==> config.mk <==
export PLATFORM = sky130hd
export DESIGN_NAME = sat_cntr_prog
export DESIGN_NICKNAME = d
export VERILOG_FILES = /design/src/rtl/sat_cntr_prog.sv
export SDC_FILE = /design/constraint.sdc
export NUM_CORES = 1
export LEC_CHECK = 0
export CAP_MARGIN = 10
export CORE_MARGIN = 2
export CORE_UTILIZATION = 50
export CTS_BUF_LIST = sky130_fd_sc_hd__clkbuf_16
export DETAILED_ROUTE_END_ITERATION = 10
export HOLD_SLACK_MARGIN = 0.12
export PLACE_DENSITY_LB_ADDON = 0.25
export SETUP_SLACK_MARGIN = 0.3
export SLEW_MARGIN = 10
export SYNTH_ARGS = -nofsm -noshare
export SYNTH_HDL_FRONTEND = slang
export SYNTH_SLANG_ARGS = --single-unit
==> constraint.sdc <==
create_clock -name clk -period 4.2 [get_ports clk]
set_input_delay 1.05 -clock clk [delete_from_list [all_inputs] [get_ports clk]]
set_output_delay 1.05 -clock clk [all_outputs]
set_load 0.01 [all_outputs]
==> src/rtl/sat_cntr_prog.sv <==
// rtl/sat_cntr_prog.sv - programmable up/down counter with saturate, wrap and one-shot limit modes
//
// Purpose: general-purpose timing/event counter. Runtime lower/upper limits,
// variable step, synchronous clear/load, registered limit-event pulse.
// Optional macro SAT_CNTR_PRESCALE_EN adds a prescaler (presc port) that
// gates count steps to one every presc+1 qualified enable cycles.
//
// Ports:
//   clk          rising-edge clock
//   n_reset      asynchronous active-low reset
//   clr          synchronous clear: Q <= lo, clears done
//   load         synchronous load of load_val clamped to [lo,hi], clears done
//   load_val     load value
//   en           count enable
//   up           1 = count up, 0 = count down
//   mode         00 saturate, 01 wrap, 10 one-shot, 11 saturate
//   step         unsigned step magnitude
//   lo, hi       unsigned lower/upper limits
//   presc        prescaler terminal value (SAT_CNTR_PRESCALE_EN only)
//   Q            registered counter value
//   at_hi, at_lo combinational Q == hi / Q == lo
//   limit_pulse  registered one-cycle pulse after a step hit or crossed a limit
//   done         registered, high while halted in one-shot mode
//   cfg_err      combinational lo > hi
module sat_cntr_prog #(
  parameter int N          = 8,
  parameter int STEP_W     = 4,
  parameter int PRESCALE_W = 4
) (
  input  logic                  clk,
  input  logic                  n_reset,
  input  logic                  clr,
  input  logic                  load,
  input  logic [N-1:0]          load_val,
  input  logic                  en,
  input  logic                  up,
  input  logic [1:0]            mode,
  input  logic [STEP_W-1:0]     step,
  input  logic [N-1:0]          lo,
  input  logic [N-1:0]          hi,
`ifdef SAT_CNTR_PRESCALE_EN
  input  logic [PRESCALE_W-1:0] presc,
`endif
  output logic [N-1:0]          Q,
  output logic                  at_hi,
  output logic                  at_lo,
  output logic                  limit_pulse,
  output logic                  done,
  output logic                  cfg_err
);

  localparam logic [1:0] MODE_WRAP = 2'b01;
  localparam logic [1:0] MODE_ONE  = 2'b10;

  assign cfg_err = (lo > hi);
  assign at_hi   = (Q == hi);
  assign at_lo   = (Q == lo);

  // Cycle qualifies for counting regardless of step value.
  logic qual;
  assign qual = en & ~cfg_err & ~done;

  logic presc_tick;

`ifdef SAT_CNTR_PRESCALE_EN
  logic [PRESCALE_W-1:0] pcnt;

  assign presc_tick = (pcnt == presc);

  always_ff @(posedge clk or negedge n_reset) begin
    if (!n_reset) begin
      pcnt <= '0;
    end else if (clr || load) begin
      pcnt <= '0;
    end else if (qual) begin
      pcnt <= presc_tick ? '0 : pcnt + 1'b1;
    end
  end
`else
  // No prescaler: every qualified cycle is a stepping cycle.
  assign presc_tick = (PRESCALE_W > 0);
`endif

  logic go;
  assign go = qual & presc_tick & (step != '0);

  // One extra bit: carry on the way up, borrow on the way down.
  logic [N:0] sum;
  logic [N:0] diff;
  assign sum  = {1'b0, Q} + (N+1)'(step);
  assign diff = {1'b0, Q} - (N+1)'(step);

  logic         hit;
  logic [N-1:0] nxt_q;

  always_comb begin
    hit   = 1'b0;
    nxt_q = up ? sum[N-1:0] : diff[N-1:0];
    if (up) begin
      if (sum >= {1'b0, hi}) begin
        hit   = 1'b1;
        // Only a true crossing wraps; landing exactly on hi stays at hi.
        nxt_q = ((sum > {1'b0, hi}) && (mode == MODE_WRAP)) ? lo : hi;
      end
    end else begin
      if (diff[N] || (diff[N-1:0] <= lo)) begin
        hit   = 1'b1;
        nxt_q = ((diff[N] || (diff[N-1:0] < lo)) && (mode == MODE_WRAP)) ? hi : lo;
      end
    end
  end

  always_ff @(posedge clk or negedge n_reset) begin
    if (!n_reset) begin
      Q           <= '0;
      limit_pulse <= 1'b0;
      done        <= 1'b0;
    end else if (clr) begin
      Q           <= lo;
      limit_pulse <= 1'b0;
      done        <= 1'b0;
    end else if (load) begin
      if (load_val < lo)      Q <= lo;
      else if (load_val > hi) Q <= hi;
      else                    Q <= load_val;
      limit_pulse <= 1'b0;
      done        <= 1'b0;
    end else if (go) begin
      Q           <= nxt_q;
      limit_pulse <= hit;
      if (hit && (mode == MODE_ONE)) done <= 1'b1;
    end else begin
      limit_pulse <= 1'b0;
    end
  end

endmodule

==> impl_metrics.ini <==
[clock_tree]
cts_tree = yes
cts_buffers = 3
cts_sinks = 10
clockBufferDepth = 2
cts.htree.levels = 1
clk_latency_ns = 0.25
root_buffer = clkbuf_16
clkTransAtPathRegs_ns = 0.04

[logic_synthesis]
yosysWarnings = 0
yosysUniqueCellTypes = 63
syn_avg_cell_area_um2 = 8.05
synthAdderAreaFrac = 0.248
synth_xor_area_frac = 0.100
synth_compound_area_frac = 0.288
seq_area_frac_synth = 0.0990
ys_async_sr_fraction = 1.00
synth-main-ff-cell = dfrtp_1
muxShareOfSynthArea = 0.0247
synth_seq_cells = 10
netlist_area_um2 = 2530
synth.net_count = 399
synth_top_family_by_area = compound AO/OA/AOI/OAI gates
synth_edf_count = 0
syn-instance-count = 314
synthSimpleGateAreaFrac = 0.175

[grt]
grt_overflow = 0
grt_pass1_vias = 3516
grt_pass1_wl_um = 18500
grtUsageTotal = 0.454
antenna_found_initial = 0
grt_max_degree = 15

[critical_path]
rr_endpoint = Q[6]
cp-end-kind = flop
critical_path_class = in -> reg
crit_fanout = 6
critPathLaunch = step[0]
r2r_setup_slack_ns = -0.25
cp.arrival_ns = 4.84
required_ns = 4.38
reg2reg_depth = 19
rr_startpoint = Q[0]
crit_end = Q[6]
critPathLaunchType = input port

[timing]
timing.hold.ws_ns = 0.657
relSlewSlack = 0.523
max_freq_ghz = 0.215
hold_violations = 0
rsz0062_at_grt = true
drv_slew = 0
layout_setup_ws_ns = -0.458
fin_crit_ns = 4.66
clock_skew_ns = 0.00304
setup_tns_ns = -2.72
setup_violations = 10
worstMarginPinSlew_ns = 0.714
fin_crit_sh = 1.11

[outcome]
failed_checks = design-rule violations, negative setup slack
status = finished with violations

[placed_design]
gp_congestion = 0.983
portBuffers = 48
pre_cts_ws_ns = -0.655
dpl_cell_area_um2 = 3710
dp_hpwl_um = 7960
dp_cells = 495

[floorplan]
die-area_um2 = 5640
rows = 25
coreArea_um2 = 4790
die_y_um = 75.1
fp.dieW_um = 75.1
initial_core_util = 0.528
io_pins = 49

[worst_hold_path]
hold_class = reg -> reg
min_path_cells = 2

[layout]
fill_cells = 193
final_cell_mix = buf_4 (98), ha_1 (38), clkdlybuf4s50_1 (38)
fin_nets = 551
layout.cells.non_filler = 531
drive_gt1_frac = 0.394
fin_area_um2 = 4350
n_antenna_cell = 0
syn_to_final_growth_pct = 72.0
mostFrequentLayoutCell = buf_4

[detailed_routing]
drt_iter0_drc = 872
antenna_left = 0
via_count = 3933
drt_wl_total_um = 15500
drcViolationCount = 54
drt-vias-per-instance = 7.41
first_pass_iters = 11
wl_per_cell_um = 29.2

[power]
p_leak_nw = 2.01
p_per_area_nw_per_um2 = 408
ir_drop_mv = 0.269

[job]
drv_cap = 0
## what timing repair did
| action | 4_1_cts | 5_1_grt |
|---|---|---|
| hold endpoints to repair | 0 | 0 |
| setup endpoints to repair | 11 | 11 |
| pin swaps | 41 | 31 |
| hold buffers | 0 | 0 |
| gates resized for setup | 57 | 35 |
| setup buffers | 23 | 10 |
## metrics by stage
step	utilization	total power, mW
after floorplan	-	0.664
after global placement	0.775	1.06
after detailed placement	0.775	1.09
after CTS	0.865	1.44
after global routing	0.909	1.81
final	0.909	1.77
## cells by family (layout without fill, tap and decap cells)
logic type	after synthesis	count (layout)
and+or+nand+nor	86	86
AOI/OAI and AO/OA	98	98
buffers and inverters	36	186
adders and majority gates	49	49
muxes	6	6
xor gates and xnor gates	29	29
DFF	10	10
## Yosys cell counts (4+ instances only)
cell type / number / area share
nor2b_1: 4 / 0.0099
o211ai_1: 4 / 0.012
a211oi_1: 8 / 0.024
a31oi_1: 4 / 0.0099
ha_1: 47 / 0.23
mux2i_1: 4 / 0.016
dfrtp_1: 10 / 0.099
nor3_1: 5 / 0.0099
and3_1: 4 / 0.0099
xnor2_1: 22 / 0.076
inv_1: 27 / 0.040
a21oi_1: 13 / 0.026
o21ai_0: 17 / 0.034
nor2_1: 28 / 0.042
nand2b_1: 6 / 0.015
nand4_1: 15 / 0.037
a211o_1: 4 / 0.014
o22ai_1: 4 / 0.0099
nand2_1: 12 / 0.018
xor2_1: 7 / 0.024
## routing by layer
metal	global-route usage	vias up	routed length, µm
met3	0.142	207	2330
met4	0.280	0	1690
met1	0.529	1760	5010
met2	0.721	468	6470
met5	0.0185	-	0
li1	-	1498	-
## flip-flops by register name, indices dropped and copies added, names as in the netlist
signal / cells
limit_pulse: 1
done: 1
Q: 8
## critical path: stages
cell	delay (ns)
buf_8	0.08
ha_4	0.13
inv_2	0.04
fa_2	0.35
a21o_4	0.25
a21oi_4	0.16
nor3b_4	0.24
xor2_1	0.28
ha_2	0.37
o211ai_1	0.29
buf_4	0.18
inv_1	0.06
buf_4	0.14
o21ai_4	0.24
buf_4	0.17
buf_4	0.10
a31oi_1	0.12
a221oi_1	0.33
a22o_2	0.23
## power by group
group / leakage, nW / internal [mW] / switching [mW] / total (mW)
Combinational: 1.85 / 0.708 / 0.721 / 1.43
Clock: 0.0370 / 0.124 / 0.0529 / 0.177
Sequential: 0.121 / 0.110 / 0.0574 / 0.168
Total: 2.01 / 0.943 / 0.831 / 1.77
## layout make-up
| cell class | instances | area, µm² | area share |
|---|---|---|---|
| Multi-Input combinational cell | 268 | 2480 | 0.570 |
| Timing Repair Buffer | 156 | 1350 | 0.309 |
| Sequential cell | 10 | 250 | 0.0575 |
| Inverter | 27 | 116 | 0.0267 |
| Tap cell | 67 | 83.8 | 0.0193 |
| Clock buffer | 3 | 75.1 | 0.0173 |
## worst min path at each step
stage	from	slack (ns)	end
after global placement	done	0.51	done
after global routing	done	0.65	done
after detailed placement	done	0.55	done
after CTS	done	0.56	done
final	done	0.66	done
after floorplan	done	0.54	done
(Power assumes the default switching activity.)
==> patch, RTL diff (same flow settings) <==
Register the outputs `at_hi` and `at_lo`, cleared by the reset; this adds one clock of latency there. The other outputs are not delayed to match. Comments in the files are not updated.
--- a/src/rtl/sat_cntr_prog.sv
+++ b/src/rtl/sat_cntr_prog.sv
@@ -53,8 +53,15 @@
   localparam logic [1:0] MODE_ONE  = 2'b10;
 
   assign cfg_err = (lo > hi);
-  assign at_hi   = (Q == hi);
-  assign at_lo   = (Q == lo);
+  always_ff @(posedge clk or negedge n_reset) begin
+    if (!n_reset) begin
+      at_hi <= '0;
+      at_lo <= '0;
+    end else begin
+      at_hi <= (Q == hi);
+      at_lo <= (Q == lo);
+    end
+  end
 
   // Cycle qualifies for counting regardless of step value.
   logic qual;
Function: changed (a bounded check fails within 4 cycles, from zero or initial values and one cycle with n_reset low).
==> patch against the unedited design <==
  * The run ends with negative setup slack left
  * Critical path depth decreased by 1
  * Count of clock-buffer cells in the layout unchanged
  * Die area increased by 3.9%
  * Design area decreased by 7.1%
  * Register-to-register slack improved by 0.47 ns
  * Clock skew increased by 0.0043 ns
  * Sequential cell count increased by 2
  * Via count decreased by 16%
  * Routed wire length decreased by 30%
  * Worst setup slack improved by 0.42 ns
  * Total power decreased by 13%
  * Synthesized area increased by 4.1%
  * Critical path type unchanged
  * Highest routed layer unchanged
==> patch: results <==
metrics = {
    "finish": {
        "post-route-util_pct": 79.13,
        "nNonClkInverters": 30,
        "signal_buffers": 107,
        "multi_input_area_share_pct": 62.54,
        "seq_area_sq_um": 300.3,
        "n_fill_cell": 316,
        "n_multi_input_combinational_cell": 272,
        "nFlopsAndLatches": 12,
        "clk_share_pct": 1.858,
    },
    "route": {
        "detailed_route_iter0_violations": 472,
        "wl_per_cell_um": 21.96,
        "detail_route.wirelength_um": 10850,
        "vias_per_cell": 6.719,
    },
    "yosys": {
        "synth.area.mux_share_pct": 1.141,
        "synth_fp_nets": 406,
        "avgSynthCellArea_sq_um": 8.201,
        "synth-compound-area-share_pct": 29.09,
    },
    "sta": {
        "timing.final.ws_setup_ns": -0.04057,
        "setup_tns_ns": -0.06789,
        "tightestPinTransition_ns": 0.8841,
        "final_number_of_setup_violating_endpoints": 3,
        "clock_skew_ns": 0.007361,
    },
    "grt": {
        "vias_in_the_first_global_route": 3173,
        "largest_net_degree_at_the_start_of_global_routing": 13,
        "first_pass_grt_wire_length_um": 16060,
    },
    "power_and_ir_drop": {
        "max-vdd-ir-drop_uv": 289.1,
        "total_leakage_power_nw": 1.714,
        "power.total_mw": 1.547,
        "power.switching_mw": 0.7124,
    },
    "critical_path": {
        "crit_arrival_ns": 4.37,
        "timing.critical_path.slowest_stage_cell": "or4_4",
        "critPathMaxStageDelay_ns": 0.56,
        "critical_path.max_fanout": 4,
    },
    "status": {
        "failed_checks": "negative setup slack",
        "run_status": "finished with violations",
    },
    "place": {
        "place_worst_setup_slack_ns": -0.6800,
        "dpl_wire_length_um": 7727,
        "routabilityCongestion": 1.051,
    },
}
-- patch: cell count changes after synthesis, moves of 4 or more --
cell	delta
a211oi_1	-6
nand4_1	-5
nor2_1	-9
a21oi_1	+12
xor2_1	-5
o21ai_0	-5
nor2b_1	+5
nand3_1	+4
o22ai_1	-4
o21a_1	+4
-- patch: per-layer routing --
layer	track usage, %	share of wire, %	vias to the layer above
met5	0	0	-
met4	13.45	5.2	0
met3	5.569	12	69
met2	55.58	45	294
met1	46.00	39	1531
li1	-	-	1425
-- patch: repair_timing --
action                     CTS  global route
setup buffers                6             4
resized for setup           44            31
setup endpoints to repair   11            11
pin swaps                   24            15
-- patch: path summary, 6_finish.rpt --
check                        start    to  slack (ns)  cells after the start
max in group asynchronous  n_reset  Q[5]        2.54                      1
setup reg to reg              Q[0]  Q[3]        0.22                     19
hold / removal                done  done        0.56                      1
min in group asynchronous  n_reset  Q[1]        1.22                      1
hold reg to reg               done  done        0.56                      1
setup / recovery           step[1]  Q[3]       -0.04                     18
